## config.mk

```make
export PLATFORM = sky130hd
export DESIGN_NAME = tff_toggle_monitor_flat
export DESIGN_NICKNAME = d
export VERILOG_FILES = /design/src/rtl/tff_toggle_monitor_if.sv /design/src/rtl/tff_toggle_monitor.sv /design/src/flat_wrapper.sv
export SDC_FILE = /design/constraint.sdc
export NUM_CORES = 1
export LEC_CHECK = 0
export BUFFER_PORTS_ARGS = -buffer_cell sky130_fd_sc_hd__buf_2
export CORE_ASPECT_RATIO = 1.1
export CORE_MARGIN = 2
export CORE_UTILIZATION = 47
export DETAILED_ROUTE_END_ITERATION = 8
export HOLD_SLACK_MARGIN = 0.08
export PLACE_DENSITY = 0.7
export SETUP_SLACK_MARGIN = 0.15
export SYNTH_ARGS = -nofsm -noshare
export SYNTH_HDL_FRONTEND = slang
export SYNTH_SLANG_ARGS = --single-unit
```

## constraint.sdc

```tcl
create_clock -name clk -period 2.1 [get_ports clk]
set_input_delay 0 -clock clk [delete_from_list [all_inputs] [get_ports clk]]
set_output_delay 0 -clock clk [all_outputs]
set_load 0.02 [all_outputs]
```

## src/rtl/tff_toggle_monitor_if.sv

```systemverilog
// Period-measurement output port of tff_toggle_monitor: one word per accepted
// valid/ready handshake. master = monitor side, slave = consumer side.
interface tff_toggle_monitor_if #(
  parameter int CNT_W = 8
);
  logic [CNT_W-1:0] per_data;
  logic             per_sat;
  logic             per_valid;
  logic             per_ready;

  modport master (
    output per_data,
    output per_sat,
    output per_valid,
    input  per_ready
  );

  modport slave (
    input  per_data,
    input  per_sat,
    input  per_valid,
    output per_ready
  );
endinterface

```

## src/rtl/tff_toggle_monitor.sv

```systemverilog
// Edge counter and rising-to-rising period meter for the T flip-flop chain output.
// Define TFF_MON_SYNC_EN to pass q_in through a two-flop synchronizer (+2 cycles latency).
module tff_toggle_monitor #(
  parameter int CNT_W  = 8,
  parameter int EDGE_W = 16
) (
  input  logic              clk,
  input  logic              rst,
  input  logic              q_in,
  input  logic              clr,
  output logic [EDGE_W-1:0] rise_cnt,
  output logic [EDGE_W-1:0] fall_cnt,
  output logic              per_ovf,
  tff_toggle_monitor_if.master per
);

  typedef enum logic {
    IDLE    = 1'b0,
    MEASURE = 1'b1
  } state_t;

  localparam logic [CNT_W-1:0]  CNT_MAX  = '1;
  localparam logic [CNT_W-1:0]  CNT_ONE  = CNT_W'(1);
  localparam logic [EDGE_W-1:0] EDGE_ONE = EDGE_W'(1);

  logic             q_s;
  logic             q_d;
  logic             rise;
  logic             fall;
  logic             flush;
  logic             accept;
  logic [CNT_W-1:0] cnt;
  state_t           state;
  state_t           state_next;
  logic             cnt_load;
  logic             cnt_inc;
  logic             capture;

`ifdef TFF_MON_SYNC_EN
  logic [1:0] sync;

  // The synchronizer only follows rst; clr leaves the sampled stream untouched.
  always_ff @(posedge clk) begin
    if (rst) sync <= 2'b00;
    else     sync <= {sync[0], q_in};
  end

  assign q_s = sync[1];
`else
  assign q_s = q_in;
`endif

  // NOTE: sequential state uses non-blocking assignments so every register
  // samples pre-edge values and simulation order cannot change the result.
  always_ff @(posedge clk) begin
    if (rst) q_d <= 1'b0;
    else     q_d <= q_s;
  end

  assign rise   = q_s & ~q_d;
  assign fall   = ~q_s & q_d;
  assign flush  = rst | clr;
  assign accept = per.per_valid & per.per_ready;

  always_ff @(posedge clk) begin
    if (flush) state <= IDLE;
    else       state <= state_next;
  end

  // NOTE: every combinational output gets a default before the case so no
  // path leaves it unassigned and no latch is inferred.
  always_comb begin
    state_next = state;
    case (state)
      IDLE:    if (rise) state_next = MEASURE;
      MEASURE: state_next = MEASURE;
      default: state_next = IDLE;
    endcase
  end

  always_comb begin
    cnt_load = 1'b0;
    cnt_inc  = 1'b0;
    capture  = 1'b0;
    case (state)
      IDLE: cnt_load = rise;
      MEASURE: begin
        cnt_load = rise;
        capture  = rise;
        cnt_inc  = ~rise;
      end
      default: ;
    endcase
  end

  // Period counter: the rise cycle itself counts as 1, so N samples between rises read N.
  always_ff @(posedge clk) begin
    if (flush)                           cnt <= '0;
    else if (cnt_load)                   cnt <= CNT_ONE;
    else if (cnt_inc && cnt != CNT_MAX)  cnt <= cnt + CNT_ONE;
  end

  always_ff @(posedge clk) begin
    if (flush) begin
      rise_cnt <= '0;
      fall_cnt <= '0;
    end else begin
      if (rise) rise_cnt <= rise_cnt + EDGE_ONE;
      if (fall) fall_cnt <= fall_cnt + EDGE_ONE;
    end
  end

  // Output word: a capture may replace the held word only when it is leaving
  // this cycle; otherwise the new measurement is dropped and flagged.
  always_ff @(posedge clk) begin
    if (flush) begin
      per.per_valid <= 1'b0;
      per.per_data  <= '0;
      per.per_sat   <= 1'b0;
      per_ovf       <= 1'b0;
    end else if (capture) begin
      if (!per.per_valid || per.per_ready) begin
        per.per_valid <= 1'b1;
        per.per_data  <= cnt;
        per.per_sat   <= (cnt == CNT_MAX);
      end else begin
        per_ovf <= 1'b1;
      end
    end else if (accept) begin
      per.per_valid <= 1'b0;
    end
  end

endmodule

```

## src/flat_wrapper.sv

```systemverilog
// flat-port wrapper written by rule: the top's interface ports become plain ports
module tff_toggle_monitor_flat 
#(
  parameter int CNT_W  = 8,
  parameter int EDGE_W = 16
)
  (clk, rst, q_in, clr, rise_cnt, fall_cnt, per_ovf, per_per_data, per_per_sat, per_per_valid, per_per_ready);
  tff_toggle_monitor_if #(.CNT_W(CNT_W)) per_i ();
  input  logic clk;
  input  logic rst;
  input  logic q_in;
  input  logic clr;
  output logic [EDGE_W-1:0] rise_cnt;
  output logic [EDGE_W-1:0] fall_cnt;
  output logic per_ovf;
  output wire logic [$bits(per_i.per_data)-1:0] per_per_data;
  output wire logic [$bits(per_i.per_sat)-1:0] per_per_sat;
  output wire logic [$bits(per_i.per_valid)-1:0] per_per_valid;
  input wire logic [$bits(per_i.per_ready)-1:0] per_per_ready;
  assign per_per_data = per_i.per_data;
  assign per_per_sat = per_i.per_sat;
  assign per_per_valid = per_i.per_valid;
  assign per_i.per_ready = per_per_ready;
  tff_toggle_monitor #(.CNT_W(CNT_W), .EDGE_W(EDGE_W)) u_core (.clk(clk), .rst(rst), .q_in(q_in), .clr(clr), .rise_cnt(rise_cnt), .fall_cnt(fall_cnt), .per_ovf(per_ovf), .per(per_i));
endmodule
```

==> results of run 1 <==
==> critical path: stages (launching register included) <==
cell	delay, ns
dfxtp_1	0.36
ha_1	0.23
nand4_1	0.21
o211ai_4	0.13
or4_1	0.52
a21oi_1	0.14
==> state kept, by name (all words and copies together) (netlist names) <==
name	count
u_core.per.per_valid	1
u_core.per_ovf	1
u_core.cnt	8
u_core.fall_cnt	16
u_core.rise_cnt	16
u_core.state	1
u_core.per.per_sat	1
u_core.per.per_data	8
u_core.q_d	1
==> worst max path at each step <==
| stage | start | to | slack, ns |
|---|---|---|---|
| after floorplan | u_core.fall_cnt[3] | u_core.fall_cnt[15] | 0.56 |
| after global placement | u_core.q_d | u_core.cnt[5] | 0.53 |
| after detailed placement | u_core.cnt[0] | u_core.cnt[5] | 0.47 |
| after CTS | u_core.cnt[0] | u_core.cnt[5] | 0.45 |
| after global routing | u_core.q_d | u_core.cnt[7] | 0.31 |
| final | u_core.cnt[0] | u_core.cnt[5] | 0.45 |
==> cells in the mapped netlist (4+ instances only) <==
cell type	count	share of area
a21oi_1	10	0.022
clkbuf_1	7	0.011
dfxtp_1	53	0.46
mux2i_1	12	0.052
nand2_1	20	0.032
nand3_1	11	0.024
nand4_1	10	0.027
nor2_1	42	0.068
nor2b_1	4	0.011
nor3_1	4	0.0086
o21ai_0	5	0.011
or3_1	7	0.019
xnor2_1	8	0.030
xor2_1	17	0.064
==> layout make-up <==
type                            count  area [um2]
Clock inverter                      1        5.00
Inverter                            3        11.3
Fill cell                         460        1950
Sequential cell                    53        1060
Timing Repair Buffer               55         305
Multi-Input combinational cell    187        1180
Clock buffer                        7        96.3
Tap cell                           56        70.1
==> power by group <==
group	leakage, nW	switching, W	internal, W
Sequential	0.427	0.00000686	0.00101
Combinational	0.611	0.0000405	0.0000263
Clock	0.0542	0.000317	0.000298
==> kinds of logic (layout without fill, tap and decap cells) <==
group / Yosys count / after routing / synth area share
and+or+nand+nor: 120 / 120 / 0.269
xor gates and xnor gates: 25 / 25 / 0.0945
AOI/OAI and AO/OA: 27 / 27 / 0.0788
buffers and inverters: 15 / 66 / 0.0319
adders and majority gates: 3 / 3 / 0.0162
DFF: 53 / 53 / 0.458
muxes: 12 / 12 / 0.0518
==> repair_timing <==
item / in CTS / in global routing
hold buffers: 4 / 0
endpoints found under the hold margin: 6 / 0
setup endpoints to repair: 0 / 0
==> metal layers <==
metal  up-vias  track usage  wire length (um)  part of all wire
met1       879        0.232              2160              0.46
li1        988            -                 -                 -
met5         -            0                 0                 0
met3         7       0.0494               212             0.045
met4         0       0.0755                68             0.015
met2        38        0.314              2250              0.48
==> through the flow <==
| step | area (um2) | hold slack [ns] |
|---|---|---|
| 6_report | 2730 | 0.154 |
| 5_1_grt | 2730 | 0.216 |
| 4_1_cts | 2730 | 0.142 |
| 3_5_place_dp | 2590 | 0.217 |
| 3_3_place_gp | 2590 | 0.214 |
| 2_1_floorplan | 2320 | 0.0716 |
==> impl_metrics.yaml, run 1 <==
clock_tree:
  htreeDepth: 2
  cts_tree: "done"
  clock_latency_ns: 0.30
  cts_buffers: 5
  post-cts-setup-buffer-count: 0
  cts_resized: 0
  clk_pin_slew_ns: 0.09
  cts_buffer_depth: 2
  cts_sinks: 53
  root_buffer: "clkbuf_8"
synthesis:
  async_reset_ff_frac: 0
  synth_edf_count: 0
  synth_cell_type_count: 41
  syn_nets: 263
  ys_seq_area_frac: 0.458
  yosysWarnings: 0
  synth_ff_type: "dfxtp_1"
  synth_cells: 255
  syn_avg_cell_area_um2: 9.09
  synthesis.area_mm2: 0.00232
  synth_seq_cells: 53
sta:
  hold_violations: 0
  clock.fmax_ghz: 0.605
  tightest_slew_ns: 0.588
  min_period_over_period: 0.787
  slew_headroom: 0.608
  layout_min_cycle_time_ns: 1.65
  rsz0062_at_grt: "no"
  skew_ns: 0.00350
  setup_violations: 0
  tns_ns: 0
  setup_ws_ns: 0.447
  slew_viol_final: 0
worst_hold_path:
  worstHoldStart: "q_in"
  hp-class: "input port to flop"
  whs_path_depth: 4
  hold_end: "u_core.fall_cnt[0]"
route:
  drt_iter0_drc: 87
  first_pass_iters: 4
  wl_per_cell_um: 13.0
  ant_nets: 0
  wl_mm: 4.69
  vias: 1912
  drc: 0
  viasPerCell: 5.28
die:
  start_util: 0.495
  fp.dieW_um: 71.0
  core_region_area_mm2: 0.00468
  die_y_um: 77.6
  io_pins: 48
  dieArea_mm2: 0.00551
  num_rows: 26
setup_path:
  crit_fanout: 6
  critPathKind: "flop to flop"
  crit_path_end_kind: "flop"
  startpoint_type: "flop"
  reg2reg_slack_ns: 0.45
  timing.rr.start: "u_core.cnt[0]"
  cp.arrival_ns: 1.89
  r2r_end: "u_core.cnt[5]"
  critical_path_required_ns: 2.34
  reg2reg_depth: 5
outcome:
  outcome: "complete, no violations"
place:
  gp_congestion: 0.832
  post-dp-hpwl_mm: 3.38
  dp_slack_ns: 0.468
  dp.cells: 350
  port_buffers: 47
grt:
  grt_pass1_wl_mm: 8.38
  grt_usage: 0.189
  grt_max_degree: 21
  grt_pass1_vias: 1872
  antenna_found_initial: 0
  overflow: 0
power_and_ir_drop:
  finalPower_w: 0.00170
  p_leak_nw: 1.09
  p_per_area_mw_per_mm2: 622
  ir_drop_uv: 445
cells_and_area:
  drive_above_1_share: 0.206
  layout_common_cells: "dfxtp_1, buf_2, nor2_1, nand2_1, xor2_1"
  final_util: 0.583
  antenna_cells: 0
  area_growth_pct: 17.9
  finalNonFillerCells: 362
  final_common_cell: "dfxtp_1"
  finalNetCount: 313
run:
  maxCapViolations: 0
Power figures use the tool's default switching activity.
==> inputs of run 2 (changes only) <==
Clock period 2.1 ns to 1.65 ns, I/O delays scaled along.
==> impl_metrics.yaml, run 2 (synthesis gave the netlist of run 1 again) <==
place:
  post-dp-hpwl_mm: 3.45
  gp_congestion: 0.796
  placed_cell_area_mm2: 0.00267
  port_buffers: 47
  dp_slack_ns: 0.0502
die:
  fp.dieW_um: 71.0
  io_pins: 48
  core_region_area_mm2: 0.00468
  start_util: 0.495
  die_y_um: 77.6
  dieArea_mm2: 0.00551
  num_rows: 26
setup_path:
  critical_path_required_ns: 1.83
  r2r_end: "u_core.rise_cnt[15]"
  crit_path_end_kind: "flop"
  cp.arrival_ns: 1.69
  reg2reg_slack_ns: 0.13
  reg2reg_depth: 4
  startpoint_type: "flop"
  crit_fanout: 6
  critPathKind: "flop to flop"
  timing.rr.start: "u_core.rise_cnt[4]"
power_and_ir_drop:
  finalPower_w: 0.00232
  p_per_area_mw_per_mm2: 772
  ir_drop_uv: 527
  p_leak_nw: 1.19
route:
  vias: 2083
  ant_nets: 0
  first_pass_iters: 4
  viasPerCell: 5.51
  drc: 0
  drt_iter0_drc: 140
  wl_per_cell_um: 13.8
  wl_mm: 5.22
worst_hold_path:
  worstHoldStart: "q_in"
  hp-class: "input port to flop"
  hold_end: "u_core.rise_cnt[1]"
  whs_path_depth: 4
clock_tree:
  root_buffer: "clkbuf_8"
  htreeDepth: 2
  cts_sinks: 53
  clk_pin_slew_ns: 0.10
  cts_tree: "done"
  cts_buffers: 5
  clock_latency_ns: 0.30
  cts_buffer_depth: 2
sta:
  tightest_slew_ns: 0.547
  layout_min_cycle_time_ns: 1.52
  clock.fmax_ghz: 0.659
  slew_headroom: 0.635
  slew_viol_final: 0
  tns_ns: 0
  rsz0062_at_grt: "yes"
  setup_ws_ns: 0.133
  hold_violations: 0
  skew_ns: 0.00723
  min_period_over_period: 0.920
  setup_violations: 0
cells_and_area:
  antenna_cells: 0
  reg_top3: "u_core.fall_cnt: 16 flops, u_core.rise_cnt: 16 flops"
  finalNetCount: 329
  final_common_cell: "buf_2"
  area_growth_pct: 29.9
  fin_area_mm2: 0.00301
  layout_common_cells: "buf_2, dfxtp_1, nor2_1, nand2_1, buf_4"
  drive_above_1_share: 0.320
grt:
  grt_pass1_wl_mm: 8.60
  grt_max_degree: 25
  overflow: 0
  antenna_found_initial: 0
  grt_pass1_vias: 1881
  grt_usage: 0.191
run:
  maxCapViolations: 0
outcome:
  outcome: "complete, no violations"
==> run 2: changes by cell type in the layout (fill, tap and decap cells not counted), sizes merged <==
cell / change
buf: +15
bufinv: +1
clkbuf: -1
clkdlybuf4s15: +1
clkinv: -1
clkinvlp: +1
==> run 2: cell type report <==
cell class / count / area (um2)
fillers: 410 / 1680
multi-input cells: 187 / 1300
flip-flops and latches: 53 / 1070
repair buffers: 71 / 433
clock buffers: 6 / 82.6
well taps: 56 / 70.1
clock inverters: 2 / 37.5
inverters: 3 / 11.3
==> run 2: worst max-delay path by stage <==
stage | startpoint | endpoint | slack [ns] | depth (start not counted)
after floorplan | u_core.fall_cnt[0] | u_core.fall_cnt[15] | 0.15 | 4
after CTS | u_core.q_d | u_core.fall_cnt[15] | 0.17 | 4
final | u_core.rise_cnt[4] | u_core.rise_cnt[15] | 0.13 | 4
after global routing | u_core.rise_cnt[4] | u_core.rise_cnt[15] | 0.07 | 4
after detailed placement | u_core.cnt[0] | u_core.cnt[5] | 0.05 | 5
after global placement | u_core.cnt[0] | u_core.cnt[5] | 0.10 | 5
==> run 2: worst max-delay path: stages, from the launching register on <==
cell and delay [ns]:
dfxtp_2 0.42, nand4_4 0.16, or2_4 0.31, o311ai_1 0.35, o41ai_1 0.15
==> run 2: routing by layer <==
layer / up-vias / track usage / part of all wire
met5: - / 0 / 0
met4: 0 / 0.0472 / 0.015
met3: 10 / 0.0442 / 0.040
met2: 47 / 0.314 / 0.50
met1: 998 / 0.254 / 0.44
li1: 1028 / - / -
==> run 2: stage by stage <==
stage,hold WS (ns),utilization,instances
final,0.153,0.642,378
after global routing,0.192,0.642,378
after CTS,0.163,0.614,376
after detailed placement,0.213,0.569,359
after global placement,0.214,0.569,359
after floorplan,0.0716,-,255
==> run 2: timing repair <==
action	CTS	global route
hold endpoints to repair	5	0
endpoints found under the setup margin	4	26
hold buffers	4	0
gates resized for setup	4	23
cloned	0	1
pin swaps	4	4
setup buffers	5	1
==> run 2: power by group <==
group          switching [W]  leakage [nW]  internal (W)
Sequential        0.00000890         0.432       0.00128
Combinational      0.0000599         0.700     0.0000473
Clock               0.000428        0.0574      0.000494
==> inputs of run 3 (changes only) <==
Settings changed: ABC_AREA set to 1, CTS_BUF_LIST set to sky130_fd_sc_hd__clkbuf_4, PLACE_DENSITY 0.7 to 0.69, SLEW_MARGIN set to 20.
==> impl_metrics.yaml, run 3 <==
outcome:
  outcome: "complete, no violations"
synthesis:
  synth_cell_type_count: 26
  synth_top_family_by_area: "simple AND/OR/NAND/NOR gates"
  synth_edf_count: 0
  async_reset_ff_frac: 0
  synth_ff_type: "dfxtp_1"
  synthesis.area_mm2: 0.00251
  synth_fa_ha_area_frac: 0.0149
  synth-compound-area-share: 0.114
  syn_avg_cell_area_um2: 6.85
  yosysMostFrequentCell: "nand2_1"
  yosys.area_share.simple: 0.345
  synth_area_leaders: "dfxtp_1, nand2_1, nor2_1"
  synth_cells: 367
  netlist_top_cells_count: "nand2_1, nor2_1, dfxtp_1"
  yosysWarnings: 0
  synthMuxAreaShare: 0
  ys_seq_area_frac: 0.422
  synth_seq_cells: 53
  synth_area_leader_cell: "dfxtp_1"
  synth_xor_area_frac: 0.0105
  yosysTopAreaCellShare: 0.422
  syn_nets: 375
route:
  wl_met2_mm: 2.55
  first_pass_iters: 4
  wl_per_cell_um: 11.0
  ant_nets: 0
  drt_iter0_drc: 152
  dr_wl_met3_um: 234
  drc: 0
  vias: 2368
  met1Wirelength_mm: 2.48
  topRoutingLayerUsed: "met4"
  viasPerCell: 4.91
  wl_mm: 5.32
setup_path:
  cp.arrival_ns: 1.68
  critPathKind: "flop to flop"
  startpoint_type: "flop"
  critical_path_required_ns: 1.93
  crit_fanout: 8
  timing.rr.start: "u_core.cnt[0]"
  crit_path_start: "u_core.cnt[0]"
  crit_path_end_kind: "flop"
die:
  io_pins: 48
  start_util: 0.496
  fp.dieW_um: 73.7
  num_rows: 27
  core_region_area_mm2: 0.00507
  dieArea_mm2: 0.00595
  die_y_um: 80.7
sta:
  tns_ns: 0
  rsz0062_at_grt: "no"
  tightest_slew_ns: 0.385
  hold_violations: 0
  holdWs_ns: 0.453
  slew_viol_final: 0
  slew_headroom: 0.743
  min_period_over_period: 0.846
  layout_min_cycle_time_ns: 1.40
  setup_violations: 0
  skew_ns: 0.00314
  clock.fmax_ghz: 0.716
cells_and_area:
  reg_top3: "u_core.fall_cnt: 16 flops, u_core.rise_cnt: 16 flops"
  antenna_cells: 0
  area_growth_pct: 18.8
  finalNonFillerCells: 482
  drive_above_1_share: 0.212
  finalNetCount: 432
  final_common_cell: "nand2_1"
  layout_common_cells: "nand2_1, nor2_1, inv_1, dfxtp_1, buf_2"
  fin_area_mm2: 0.00299
worst_hold_path:
  worstHoldStart: "per_per_ready"
  hp-class: "input port to flop"
power_and_ir_drop:
  p_per_area_mw_per_mm2: 711
  power.share.clock: 0.333
  p_int_w: 0.00164
  p_leak_nw: 1.27
  ir_drop_uv: 496
  pwr-share-comb: 0.057
  p_sw_frac: 0.229
  power.share.sequential: 0.610
  power_switching_w: 0.000487
place:
  placed_cell_area_mm2: 0.00281
  gp_congestion: 0.898
  dp.cells: 469
  port_buffers: 47
  post-dp-hpwl_mm: 3.88
grt:
  grt_pass1_vias: 2138
  grt_usage: 0.192
  overflow: 0
  grt_max_degree: 41
  antenna_found_initial: 0
  grt_pass1_wl_mm: 8.99
clock_tree:
  clk_pin_slew_ns: 0.14
  cts_tree: "done"
  cts_buffers: 5
  cts_buffer_depth: 2
  htreeDepth: 2
  cts_sinks: 53
  clock_latency_ns: 0.37
  root_buffer: "clkbuf_4"
run:
  maxCapViolations: 0
## run 3: changes by cell type after synthesis, sizes merged, moves of 4 or more
cell	previous run	this run
nand3	12	17
xor2	17	2
or3	7	0
inv	3	54
o21ai	6	26
nor2b	4	0
nand2	20	85
nor2	42	73
buf	5	1
xnor2	8	1
mux2i	12	0
a21oi	10	30
## run 3: logic make-up after synthesis
logic type	Yosys count
and+or+nand+nor	191
DFF	53
xor gates and xnor gates	3
AOI/OAI and AO/OA	57
buffers and inverters	60
adders and majority gates	3
## run 3: per-layer routing
metal  up-vias  global-route usage
met5         -                   0
met4         0              0.0709
met3         6              0.0477
met2        39               0.329
met1      1053               0.229
li1       1270                   -
## run 3: layout make-up
class | instances | area [um2]
Clock inverter | 2 | 35.0
Clock buffer | 5 | 37.5
Timing Repair Buffer | 55 | 308
Multi-Input combinational cell | 254 | 1250
Inverter | 55 | 206
Tap cell | 58 | 72.6
Fill cell | 514 | 2080
Sequential cell | 53 | 1070
## run 3: timing repair
item | in CTS | in global routing
gates cloned | 0 | 0
gates resized for setup | 2 | 12
setup endpoints to repair | 8 | 12
pin swaps | 0 | 2
hold endpoints to repair | 10 | 0
setup buffers | 0 | 1
hold buffers | 5 | 0
## run 3: metrics by stage
stage	worst slack, ns	utilization	power (W)
floorplan	0.234	-	0.00141
global placement	0.186	0.555	0.00144
detailed placement	0.127	0.555	0.00144
CTS	0.176	0.580	0.00215
global route	0.119	0.589	0.00221
finish	0.254	0.589	0.00212
## run 3: power by group through the flow
stage	logic [W]	registers (W)	clock network (W)
after global placement	0.000109	0.00133	0
after detailed placement	0.000109	0.00133	0
after floorplan	0.0000713	0.00133	0
final	0.000121	0.00130	0.000708
after CTS	0.000120	0.00130	0.000732
after global routing	0.000137	0.00130	0.000779
## run 3: critical path, stage by stage, from the launching register on
cell and delay (ns):
dfxtp_4 0.39, ha_1 0.18, nand3_1 0.16, nor2_2 0.15, nand2_2 0.10, nand2_4 0.12, inv_2 0.08, nand2_1 0.06
a21oi_1 0.06
## run 3: path summary, 6_finish.rpt
path / endpoint / slack [ns] / cells after the start
worst max-delay path: u_core.cnt[6] / 0.25 / 8
worst min-delay path: u_core.per.per_valid / 0.45 / 5
worst max register to register: u_core.cnt[6] / 0.25 / 8
worst min register to register: u_core.rise_cnt[3] / 0.49 / 1
